--- src/rtl/irq_exception_ctrl.sv ---
// Interrupt/exception controller: edge-latched masked IRQs with fixed priority, undefined-instruction traps, eret.
// Take decision in cycle T; redirect/irq_ack/epc/cause registered and visible in T+1. Stalls delay the take, never drop it.
module irq_exception_ctrl #(
  parameter int              NUM_IRQ    = 4,
  parameter int              PC_W       = 32,
  parameter logic [PC_W-1:0] IRQ_VECTOR = 32'h80000004,
  parameter logic [PC_W-1:0] EXC_VECTOR = 32'h80000008
) (
  input  logic               clk,
  input  logic               reset,
  input  logic [NUM_IRQ-1:0] irq_in,
  input  logic               mask_wr,
  input  logic [NUM_IRQ-1:0] mask_wdata,
  output logic [NUM_IRQ-1:0] irq_mask,
  input  logic               exc_undef,
  input  logic               eret,
  input  logic               id_valid,
  input  logic [PC_W-1:0]    id_pc,
  input  logic               pipe_stall,
  output logic               kern_mode,
  output logic               redirect,
  output logic [PC_W-1:0]    redirect_pc,
  output logic [PC_W-1:0]    epc,
  output logic [4:0]         cause,
  output logic [NUM_IRQ-1:0] irq_ack
);

  typedef enum logic [1:0] {USER, ENTER, KERNEL} state_t;

  state_t             state_q, state_d;
  logic [NUM_IRQ-1:0] irq_prev_q;
  logic [NUM_IRQ-1:0] pending_q, pending_d;
  logic [NUM_IRQ-1:0] mask_q, mask_d;
  logic               kern_q, kern_d;
  logic               redirect_q, redirect_d;
  logic [PC_W-1:0]    redirect_pc_q, redirect_pc_d;
  logic [PC_W-1:0]    epc_q, epc_d;
  logic [4:0]         cause_q, cause_d;
  logic [NUM_IRQ-1:0] ack_q, ack_d;

  logic [NUM_IRQ-1:0] rise;
  logic [NUM_IRQ-1:0] enabled;
  logic [3:0]         chan;
  logic               take_ok, take_exc, take_irq, eret_ok;

  assign rise    = irq_in & ~irq_prev_q;
  assign enabled = pending_q & mask_q;
  assign take_ok  = (state_q == USER) && id_valid && !pipe_stall;
  assign take_exc = take_ok && exc_undef;
  assign take_irq = take_ok && !exc_undef && (|enabled);
  assign eret_ok  = (state_q == KERNEL) && eret && id_valid && !pipe_stall;

  // Descending scan so the lowest enabled index is the one left in chan.
  always_comb begin
    chan = '0;
    for (int i = NUM_IRQ - 1; i >= 0; i--) begin
      if (enabled[i]) chan = 4'(i);
    end
  end

  always_comb begin
    state_d       = state_q;
    mask_d        = mask_wr ? mask_wdata : mask_q;
    ack_d         = '0;
    redirect_d    = 1'b0;
    redirect_pc_d = redirect_pc_q;
    epc_d         = epc_q;
    cause_d       = cause_q;

    for (int i = 0; i < NUM_IRQ; i++) begin
      ack_d[i] = take_irq && (chan == 4'(i));
    end

    case (state_q)
      USER: begin
        if (take_exc) begin
          state_d       = ENTER;
          redirect_d    = 1'b1;
          redirect_pc_d = EXC_VECTOR;
          epc_d         = id_pc + PC_W'(4);
          cause_d       = 5'b10000;
        end else if (take_irq) begin
          state_d       = ENTER;
          redirect_d    = 1'b1;
          redirect_pc_d = IRQ_VECTOR;
          epc_d         = id_pc;
          cause_d       = {1'b0, chan};
        end
      end
      ENTER: state_d = KERNEL;
      KERNEL: begin
        if (eret_ok) begin
          state_d       = USER;
          redirect_d    = 1'b1;
          redirect_pc_d = epc_q;
        end
      end
      default: state_d = USER;
    endcase

    // A new edge on the channel being acked re-arms it.
    pending_d = (pending_q & ~ack_d) | rise;
    kern_d    = (state_d != USER);
  end

  always_ff @(posedge clk or negedge reset) begin
    if (!reset) begin
      state_q       <= USER;
      irq_prev_q    <= '0;
      pending_q     <= '0;
      mask_q        <= '0;
      kern_q        <= 1'b0;
      redirect_q    <= 1'b0;
      redirect_pc_q <= '0;
      epc_q         <= '0;
      cause_q       <= '0;
      ack_q         <= '0;
    end else begin
      state_q       <= state_d;
      irq_prev_q    <= irq_in;
      pending_q     <= pending_d;
      mask_q        <= mask_d;
      kern_q        <= kern_d;
      redirect_q    <= redirect_d;
      redirect_pc_q <= redirect_pc_d;
      epc_q         <= epc_d;
      cause_q       <= cause_d;
      ack_q         <= ack_d;
    end
  end

  assign irq_mask    = mask_q;
  assign kern_mode   = kern_q;
  assign redirect    = redirect_q;
  assign redirect_pc = redirect_pc_q;
  assign epc         = epc_q;
  assign cause       = cause_q;
  assign irq_ack     = ack_q;

endmodule

--- config.mk ---
export PLATFORM = sky130hd
export DESIGN_NAME = irq_exception_ctrl
export DESIGN_NICKNAME = d
export VERILOG_FILES = /design/src/rtl/irq_exception_ctrl.sv
export SDC_FILE = /design/constraint.sdc
export NUM_CORES = 1
export LEC_CHECK = 0
export CORE_MARGIN = 2
export CORE_UTILIZATION = 51
export CTS_CLUSTER_SIZE = 10
export DETAILED_ROUTE_END_ITERATION = 8
export PLACE_DENSITY_LB_ADDON = 0.12
export SKIP_LAST_GASP = 1
export SYNTH_ARGS = -nofsm -noshare
export SYNTH_HDL_FRONTEND = slang
export SYNTH_SLANG_ARGS = --single-unit
--- constraint.sdc ---
create_clock -name clk -period 4.25 [get_ports clk]
set_clock_uncertainty 0.15 [all_clocks]
set_input_delay 0.85 -clock clk [delete_from_list [all_inputs] [get_ports clk]]
set_output_delay 0.85 -clock clk [all_outputs]
set_load 0.02 [all_outputs]
==> summary.md, run 1 <==
| Metric | Value |
|---|---|
| Status | finished, final reports clean |
| R2R Path Start | irq_mask[0] |
| Static Leak | 2.30 nW |
| Nets | 598 |
| Worst slew margin | 0.284 |
| Crit-path slowest cell | buf_4 |
| Actual slew at the worst max-slew pin | 1.07 ns |
| Main synth FF type | dfrtp_1 |
| Fmax | 0.306 GHz |
| Die Ht | 94.7 um |
| CTS Sinks | 87 |
| Clock Tree Buf Depth | 2 |
| Final GP Congestion | 0.816 |
| Mapped Cells | 442 |
| Reg2reg path depth | 6 |
| Vias in the first global route | 3584 |
| Worst-Skew Late Latency | 0.36 ns |
| Power, Total | 3.69 mW |
| Multi-input gate area | 1730 um^2 |
| Pin count of the biggest net entering global routing | 88 |
| First DRT Iteration DRCs | 232 |
| Count leader, synth | dfrtp_1 |
| Number of synthesized flops with an enable pin | 0 |
| Root Driver | clkbuf_8 |
| Final WL | 11000 um |
| Post-synth top cells | dfrtp_1, inv_1, o21ai_0 |
| Synthesis-to-finish area growth | 35.6% |
| Antenna Cells | 0 |
| Nature of the critical path endpoint | flip-flop |
| Async set-reset flop share out of synthesis | 1.00 |
| 1st-pass router iterations | 5 |
| Detailed placer's ending HPWL | 7570 um |
| Crit start category | primary input |
| Reg area | 2180 um^2 |
| Setup Buffers After CTS | 0 |
| # DRC | 0 |
| Maximum vdd drop | 0.267 mV |
| H-tree levels | 3 |
| Via density | 5.92 |
| TNS Setup | 0 ns |
| DR WL/cell | 16.6 um |
| Synth Warn # | 0 |
| PortBufs | 123 |
| Starting Density | 0.519 |
| Critical path cell sequence | clkdlybuf4s50_1, nor4b_4, o31ai_2, inv_2, buf_4, o311ai_0, o211ai_1 |
| Endpoints failing hold | 0 |
| Clock transition at path regs | 0.08 ns |
| Pins over their slew limit | 0 |
| Antenna viol nets, final | 0 |
| GRT overflow | 0 |
| Period utilisation layout | 0.770 |
| PnR worst setup slack | 0.979 ns |
| Critical Path AT | 3.39 ns |
| Worst min-delay path startpoint | irq_prev_q[2] |
| Yosys cell types | 45 |
| Mapped Avg Cell Area | 9.50 um^2 |
| Die area | 8980 um^2 |
| PwrDens | 648 nW/um^2 |
| Top post-synthesis cells by area | dfrtp_1, o211ai_1, o21ai_0, inv_1, nand2_1 |
| Worst hold path depth | 1 |
| Crit path buffers/inverters | 3 |
| TritonCTS Buffers | 9 |
| Post-CTS sizing | 0 |
| Initial antenna violation count | 0 |
| Vias post-DR | 3910 |
| Worst Setup SP | pipe_stall |
| Setup Viol. Count Final | 0 |
| Crit Path Max Fanout | 75 |
| Required @ worst endpoint | 4.37 ns |
| First-pass GRT wire length | 17900 um |
| DP Worst Slack | 0.639 ns |
| Leading area contributor after synthesis | dfrtp_1 |
| Gr usage total | 0.256 |
| CTS tree | yes |
| Yosys top cell area share | 0.518 |
| Num ports | 126 |
| Hold-fix buffers, CTS | 0 |
| Minimum clock period | 3.27 ns |
| Seq cells post-synth | 87 |
| FP Rows | 33 |
| Final core occ | 0.704 |
| CP delay by family, top | buffers and inverters |
| Share of cells above drive strength 1 | 0.0595 |
| Max-cap viol count | 0 |
| Max stage delay on crit path | 0.55 ns |
| Reg2reg end | redirect_pc[26] |
| Synth Cell Area | 4200 um^2 |
| HP Class | reg -> reg |
| Die X | 94.7 um |
| R2R setup slack | 1.46 ns |
| Worst path depth | 7 |
| Kind of critical path | in -> reg |
| FILL cells | 624 |
| Sequential area share after synthesis | 0.518 |
| Core ar. | 8090 um^2 |
| RSZ-0062 raised after global routing | false |
| Sink of the worst hold path | pending_q[2] |
final cells by class:
type,instances,share of cell area
clock buffers,11,0.0248
clock inverters,5,0.0143
inverters,45,0.0297
multi-input cells,279,0.304
flip-flops and latches,87,0.382
well taps,105,0.0231
repair buffers,128,0.222
where the power goes:
group | internal [mW] | switching [mW] | total [mW] | leakage [nW]
clock network | 0.347 | 0.296 | 0.643 | 0.110
logic | 0.768 | 0.867 | 1.64 | 1.13
registers | 1.15 | 0.256 | 1.41 | 1.06
total | 2.27 | 1.42 | 3.69 | 2.30
cell usage in the layout (no fill, tap or decap), types with 3 or more instances in the layout:
| cell type | Yosys | layout |
|---|---|---|
| a21oi_1 | 5 | 5 |
| a22oi_1 | 3 | 3 |
| a31oi_1 | 17 | 17 |
| and3_1 | 6 | 6 |
| and4_1 | 7 | 7 |
| buf_4 | 2 | 6 |
| clkbuf_8 | 0 | 10 |
| clkdlybuf4s50_1 | 0 | 122 |
| dfrtp_1 | 87 | 87 |
| inv_1 | 44 | 44 |
| mux2_2 | 5 | 5 |
| nand2_1 | 36 | 36 |
| nand2b_1 | 3 | 3 |
| nand3_1 | 17 | 17 |
| nand4_1 | 14 | 14 |
| nor2_1 | 21 | 20 |
| o211ai_1 | 34 | 34 |
| o21ai_0 | 40 | 40 |
| o22ai_1 | 5 | 5 |
| o311ai_0 | 5 | 5 |
| o31ai_1 | 13 | 13 |
| or3_1 | 4 | 4 |
| or4_1 | 18 | 18 |
registers in the layout, summed over array words and instances (netlist names):
| register | cells |
|---|---|
| kern_mode | 1 |
| irq_mask | 4 |
| irq_prev_q | 4 |
| state_q | 2 |
| pending_q | 4 |
| redirect | 1 |
| epc | 32 |
| redirect_pc | 32 |
| cause | 3 |
| irq_ack | 4 |
stage by stage:
step	hold slack, ns	instances	cell area, um^2
2_1_floorplan	0.259	443	4200
3_3_place_gp	0.262	644	5470
3_5_place_dp	0.275	644	5470
4_1_cts	0.287	660	5700
5_1_grt	0.290	660	5700
6_report	0.282	660	5700
how the worst max path moves through the flow:
stage / end / slack [ns]
final: epc[28] / 0.98
after global routing: epc[14] / 0.76
after global placement: epc[28] / 0.71
after CTS: epc[14] / 1.01
after floorplan: epc[27] / 1.73
after detailed placement: epc[28] / 0.64
per-layer routing:
| metal | track usage | vias to the layer above | part of all wire |
|---|---|---|---|
| li1 | - | 1846 | - |
| met1 | 0.352 | 1887 | 0.42 |
| met2 | 0.408 | 162 | 0.49 |
| met3 | 0.0630 | 15 | 0.070 |
| met4 | 0.0713 | 0 | 0.015 |
| met5 | 0 | - | 0 |
worst register-to-register path, delay by kind of cell (launching register included):
family / cells / cell delay [ns]
AOI/OAI and AO/OA: 4 / 1.63
buffers and inverters: 2 / 0.42
DFF: 1 / 0.44
cell families after synthesis:
family | synth area share
adders and majority gates | 0.00298
muxes | 0.0182
and+or+nand+nor | 0.176
DFF | 0.518
other | 0.000893
AOI/OAI and AO/OA | 0.205
xor gates and xnor gates | 0.00626
buffers and inverters | 0.0718
Power figures use the tool's default switching activity.
==> inputs of run 2 (changes only) <==
- CORE_UTILIZATION: 51 -> 43
- clock period: 4.25 -> 2.76 ns (I/O delays scaled with it)
==> run 2 against run 1 <==
Net effect: worst setup slack worse by 0.65 ns; via count up 0.31%; non-clock buffer count up 26; critical endpoint is now epc[21]; highest routed layer unchanged.
==> summary.md, run 2 (synthesis gave the netlist of run 1 again) <==
| Metric | Value |
|---|---|
| Post-CTS sizing | 0 |
| # DRC | 0 |
| RSZ-0062 raised after global routing | false |
| First DRT Iteration DRCs | 205 |
| Multi-input gate area | 1730 um^2 |
| Root Driver | clkbuf_8 |
| H-tree levels | 3 |
| R2R setup slack | 0.60 ns |
| First-pass GRT wire length | 17900 um |
| Vias post-DR | 3922 |
| Crit start category | primary input |
| Detailed placer's ending HPWL | 8050 um |
| Minimum clock period | 2.43 ns |
| Worst-Skew Late Latency | 0.36 ns |
| Reg2reg path depth | 5 |
| Die area | 10600 um^2 |
| CTS tree | yes |
| Most frequent cells in the layout | clkdlybuf4s50_1, dfrtp_1, inv_1 |
| TritonCTS Buffers | 9 |
| Fmax | 0.412 GHz |
| Static Leak | 2.43 nW |
| Starting Density | 0.436 |
| Final GP Congestion | 0.857 |
| Crit Path Max Fanout | 10 |
| Min Hold Slack | 0.0189 ns |
| CTS Sinks | 87 |
| Nature of the critical path endpoint | flip-flop |
| FILL cells | 863 |
| Clock transition at path regs | 0.09 ns |
| Initial antenna violation count | 0 |
| Actual slew at the worst max-slew pin | 0.567 ns |
| Clock Tree Buf Depth | 2 |
| Setup Viol. Count Final | 0 |
| Endpoints failing hold | 0 |
| Worst slew margin | 0.622 |
| Synthesis-to-finish area growth | 41.7% |
| Hold-fix buffers, CTS | 0 |
| Via density | 5.49 |
| Critical Path AT | 2.56 ns |
| Antenna viol nets, final | 0 |
| Share of cells above drive strength 1 | 0.102 |
| FP Rows | 36 |
| GRT overflow | 0 |
| Period utilisation layout | 0.880 |
| R2R Path Start | state_q[1] |
| PortBufs | 123 |
| Pins over their slew limit | 0 |
| Die Ht | 103 um |
| Vias in the first global route | 3595 |
| 1st-pass router iterations | 4 |
| Kind of critical path | in -> reg |
| Antenna Cells | 0 |
| PnR worst setup slack | 0.331 ns |
| DR WL/cell | 15.6 um |
| Maximum vdd drop | 0.386 mV |
| Required @ worst endpoint | 2.89 ns |
| Reg area | 2180 um^2 |
| Core ar. | 9640 um^2 |
| HP Class | in -> async |
| Max-cap viol count | 0 |
| Setup Buffers After CTS | 0 |
| Nets | 624 |
| DP Worst Slack | -0.0330 ns |
| TNS Setup | 0 ns |
| Pin count of the biggest net entering global routing | 47 |
| Worst Setup EP | epc[21] |
| Die X | 103 um |
| Final core occ | 0.617 |
| Worst Setup SP | pipe_stall |
| Most common cell after layout, fill and taps aside | clkdlybuf4s50_1 |
| Reg2reg end | epc[21] |
| Gr usage total | 0.218 |
| Status | finished, final reports clean |
| PwrDens | 952 nW/um^2 |
| Final WL | 11100 um |
| Num ports | 126 |
-- run 2: changes by cell type in the layout (fill, tap and decap cells not counted), sizes merged --
cell	delta
buf	+26
bufinv	-1
clkbuf	+1
clkinvlp	-1
inv	+1
-- run 2: layout make-up --
class | count | area share
clock buffers | 12 | 0.0261
well taps | 133 | 0.0280
clock inverters | 4 | 0.00883
multi-input cells | 279 | 0.291
repair buffers | 154 | 0.252
flip-flops and latches | 87 | 0.366
inverters | 45 | 0.0284
-- run 2: power by group --
group | internal [mW] | switching, mW | total, mW
clock network | 0.472 | 0.465 | 0.938
logic | 1.22 | 1.33 | 2.56
registers | 1.78 | 0.391 | 2.17
total | 3.47 | 2.19 | 5.67
-- run 2: worst min path at each step --
stage / to / slack (ns) / depth (start not counted)
after detailed placement: pending_q[2] / 0.27 / 1
final: redirect_pc[7] / 0.02 / 1
after global placement: pending_q[2] / 0.26 / 1
after global routing: redirect_pc[7] / 0.06 / 1
after CTS: redirect_pc[7] / 0.04 / 1
after floorplan: cause[0] / 0.11 / 0
-- run 2: worst max-delay path, stage by stage --
cell             delay (ns)
clkdlybuf4s50_1        0.49
nor4b_4                0.47
nand4_1                0.18
buf_4                  0.20
or4_1                  0.48
a31oi_1                0.19
-- run 2: layer usage --
layer / GRT usage / up-vias / routed length, um
met5: 0 / - / 0
met4: 0.0628 / 0 / 176
met3: 0.0583 / 16 / 728
met2: 0.329 / 140 / 5110
met1: 0.310 / 1878 / 5100
li1: - / 1888 / -
-- run 2: stage by stage --
stage          power (mW)  cell area [um^2]  cells
3_5_place_dp         4.77              5740    698
5_1_grt              6.02              5950    714
2_1_floorplan        3.38              4200    443
6_report             5.67              5950    714
3_3_place_gp         4.73              5740    698
4_1_cts              5.71              5950    714
==> inputs of run 3 (changes only) <==
- CORE_UTILIZATION: 43 -> 51
- REMOVE_ABC_BUFFERS: default -> 1
- clock period: 2.76 -> 2.85 ns (I/O delays scaled with it)
==> run 3 against run 2 <==
Net effect: clock-buffer cell count decreased by 1; global-route usage increased by 4.0 points; sequential power decreased by 4%; flip-flop and latch count unchanged; wire length increased by 0.32%; core utilization increased by 10 points; non-clock buffer count decreased by 5; sequential share of layout area increased by 0.67 points; clock power decreased by 10%; die area decreased by 15%; worst setup slack improved by 0.044 ns; worst hold slack improved by 0.069 ns.
==> summary.md, run 3 (synthesis gave the netlist of run 1 again) <==
| Metric | Value |
|---|---|
| Critical Path AT | 2.60 ns |
| R2R setup slack | 0.68 ns |
| First DRT Iteration DRCs | 227 |
| Kind of critical path | in -> reg |
| Reg2reg end | epc[25] |
| Critical path cell sequence | clkdlybuf4s50_1, nor4b_4, nand4_1, buf_4, or4_1, a31oi_1 |
| Antenna viol nets, final | 0 |
| Period utilisation layout | 0.868 |
| Final cell area excluding filler cells | 5840 um^2 |
| Max stage delay on crit path | 0.51 ns |
| Setup Buffers After CTS | 0 |
| Clock transition at path regs | 0.08 ns |
| Synthesis-to-finish area growth | 39.1% |
| Pin count of the biggest net entering global routing | 53 |
| Logic pwr share | 0.460 |
| TritonCTS Buffers | 9 |
| Endpoints failing hold | 0 |
| Maximum vdd drop | 0.620 mV |
| CTS tree | yes |
| Reg2reg path depth | 5 |
| Power, Total | 5.42 mW |
| Most frequent cells in the layout | clkdlybuf4s50_1, dfrtp_1, inv_1 |
| GRT overflow | 0 |
| Root Driver | clkbuf_8 |
| H-tree levels | 3 |
| Pins over their slew limit | 0 |
| Die area | 8980 um^2 |
| Clock Tree Buf Depth | 2 |
| Minimum clock period | 2.47 ns |
| Worst slew margin | 0.543 |
| Final core occ | 0.722 |
| FP Rows | 33 |
| PwrDens | 928 nW/um^2 |
| CTS Sinks | 87 |
| Max-cap viol count | 0 |
| Worst-Skew Late Latency | 0.35 ns |
| Seq pwr share | 0.384 |
| Core ar. | 8090 um^2 |
| Nets | 619 |
| Int Power | 3.32 mW |
| Num ports | 126 |
| TNS Setup | 0 ns |
| Status | finished, final reports clean |
| Fmax | 0.404 GHz |
| Final GP Congestion | 0.904 |
| Crit-path slowest cell | or4_1 |
| CP delay by family, top | simple AND/OR/NAND/NOR gates |
| # DRC | 0 |
| PortBufs | 123 |
| Dpl cell area | 5660 um^2 |
| Nature of the critical path endpoint | flip-flop |
| Setup Viol. Count Final | 0 |
| Hold-fix buffers, CTS | 0 |
| Crit path buffers/inverters | 2 |
| DR WL/cell | 16.4 um |
| HP Class | in -> async |
| Most common cell after layout, fill and taps aside | clkdlybuf4s50_1 |
| Antenna Cells | 0 |
| Initial antenna violation count | 0 |
| RSZ-0062 raised after global routing | false |
| Detailed placer's ending HPWL | 8050 um |
| 1st-pass router iterations | 4 |
| R2R Path Start | state_q[1] |
| Gr usage total | 0.258 |
| Required @ worst endpoint | 2.98 ns |
| Sw Pwr | 2.10 mW |
| First-pass GRT wire length | 18100 um |
| Via density | 5.78 |
| Static Leak | 2.38 nW |
| Share of cells above drive strength 1 | 0.0906 |
| Die X | 94.7 um |
| Switching share of total power | 0.387 |
| Crit start category | primary input |
| Vias in the first global route | 3713 |
| Final WL | 11100 um |
| Vias post-DR | 3925 |
| Actual slew at the worst max-slew pin | 0.685 ns |
| Post-CTS sizing | 0 |
| Crit Path Max Fanout | 12 |
| Die Ht | 94.7 um |
| Clk network pwr share | 0.156 |
| Starting Density | 0.519 |
==> run 3: cell type report <==
type	count	area, um^2
Fill cell	652	2250
Tap cell	105	131
Inverter	45	169
Sequential cell	87	2180
Multi-Input combinational cell	279	1730
Clock inverter	3	45.0
Clock buffer	11	141
Timing Repair Buffer	149	1450
==> run 3: worst reg2reg max path, cell delays in order, from the launching register on <==
cell and delay, ns:
dfrtp_1 0.44, nor4b_4 0.43, nand4_1 0.19, buf_4 0.21, or4_1 0.51, a31oi_1 0.17
==> run 3: power by group through the flow <==
stage,logic (mW),clock network (mW),registers (mW)
floorplan,0.606,0,2.63
global placement,2.47,0,2.09
detailed placement,2.51,0,2.10
CTS,2.51,0.853,2.08
global route,2.70,0.907,2.14
finish,2.49,0.844,2.08
==> run 3: stage by stage <==
| stage | setup slack (ns) | instances | hold WS [ns] |
|---|---|---|---|
| 3_3_place_gp | 0.0767 | 665 | 0.265 |
| 3_5_place_dp | 0.0298 | 665 | 0.271 |
| 2_1_floorplan | -0.275 | 411 | 0.124 |
| 5_1_grt | 0.223 | 679 | 0.151 |
| 6_report | 0.375 | 679 | 0.0874 |
| 4_1_cts | 0.398 | 679 | 0.119 |
==> run 3: metal layers <==
layer  vias to the layer above  global-route usage  routed length (um)
met5                         -                   0                   0
met4                         0              0.0930                 213
met3                        20              0.0439                 631
met2                       137               0.417                5420
met1                      1895               0.350                4880
li1                       1873                   -                   -
==> run 3: worst max path at each step <==
stage / start / depth (start not counted) / to
after floorplan: pipe_stall / 5 / redirect_pc[3]
after global routing: pipe_stall / 5 / cause[0]
after CTS: pipe_stall / 5 / cause[0]
final: pipe_stall / 6 / epc[25]
after global placement: pipe_stall / 5 / cause[0]
after detailed placement: pipe_stall / 5 / cause[0]
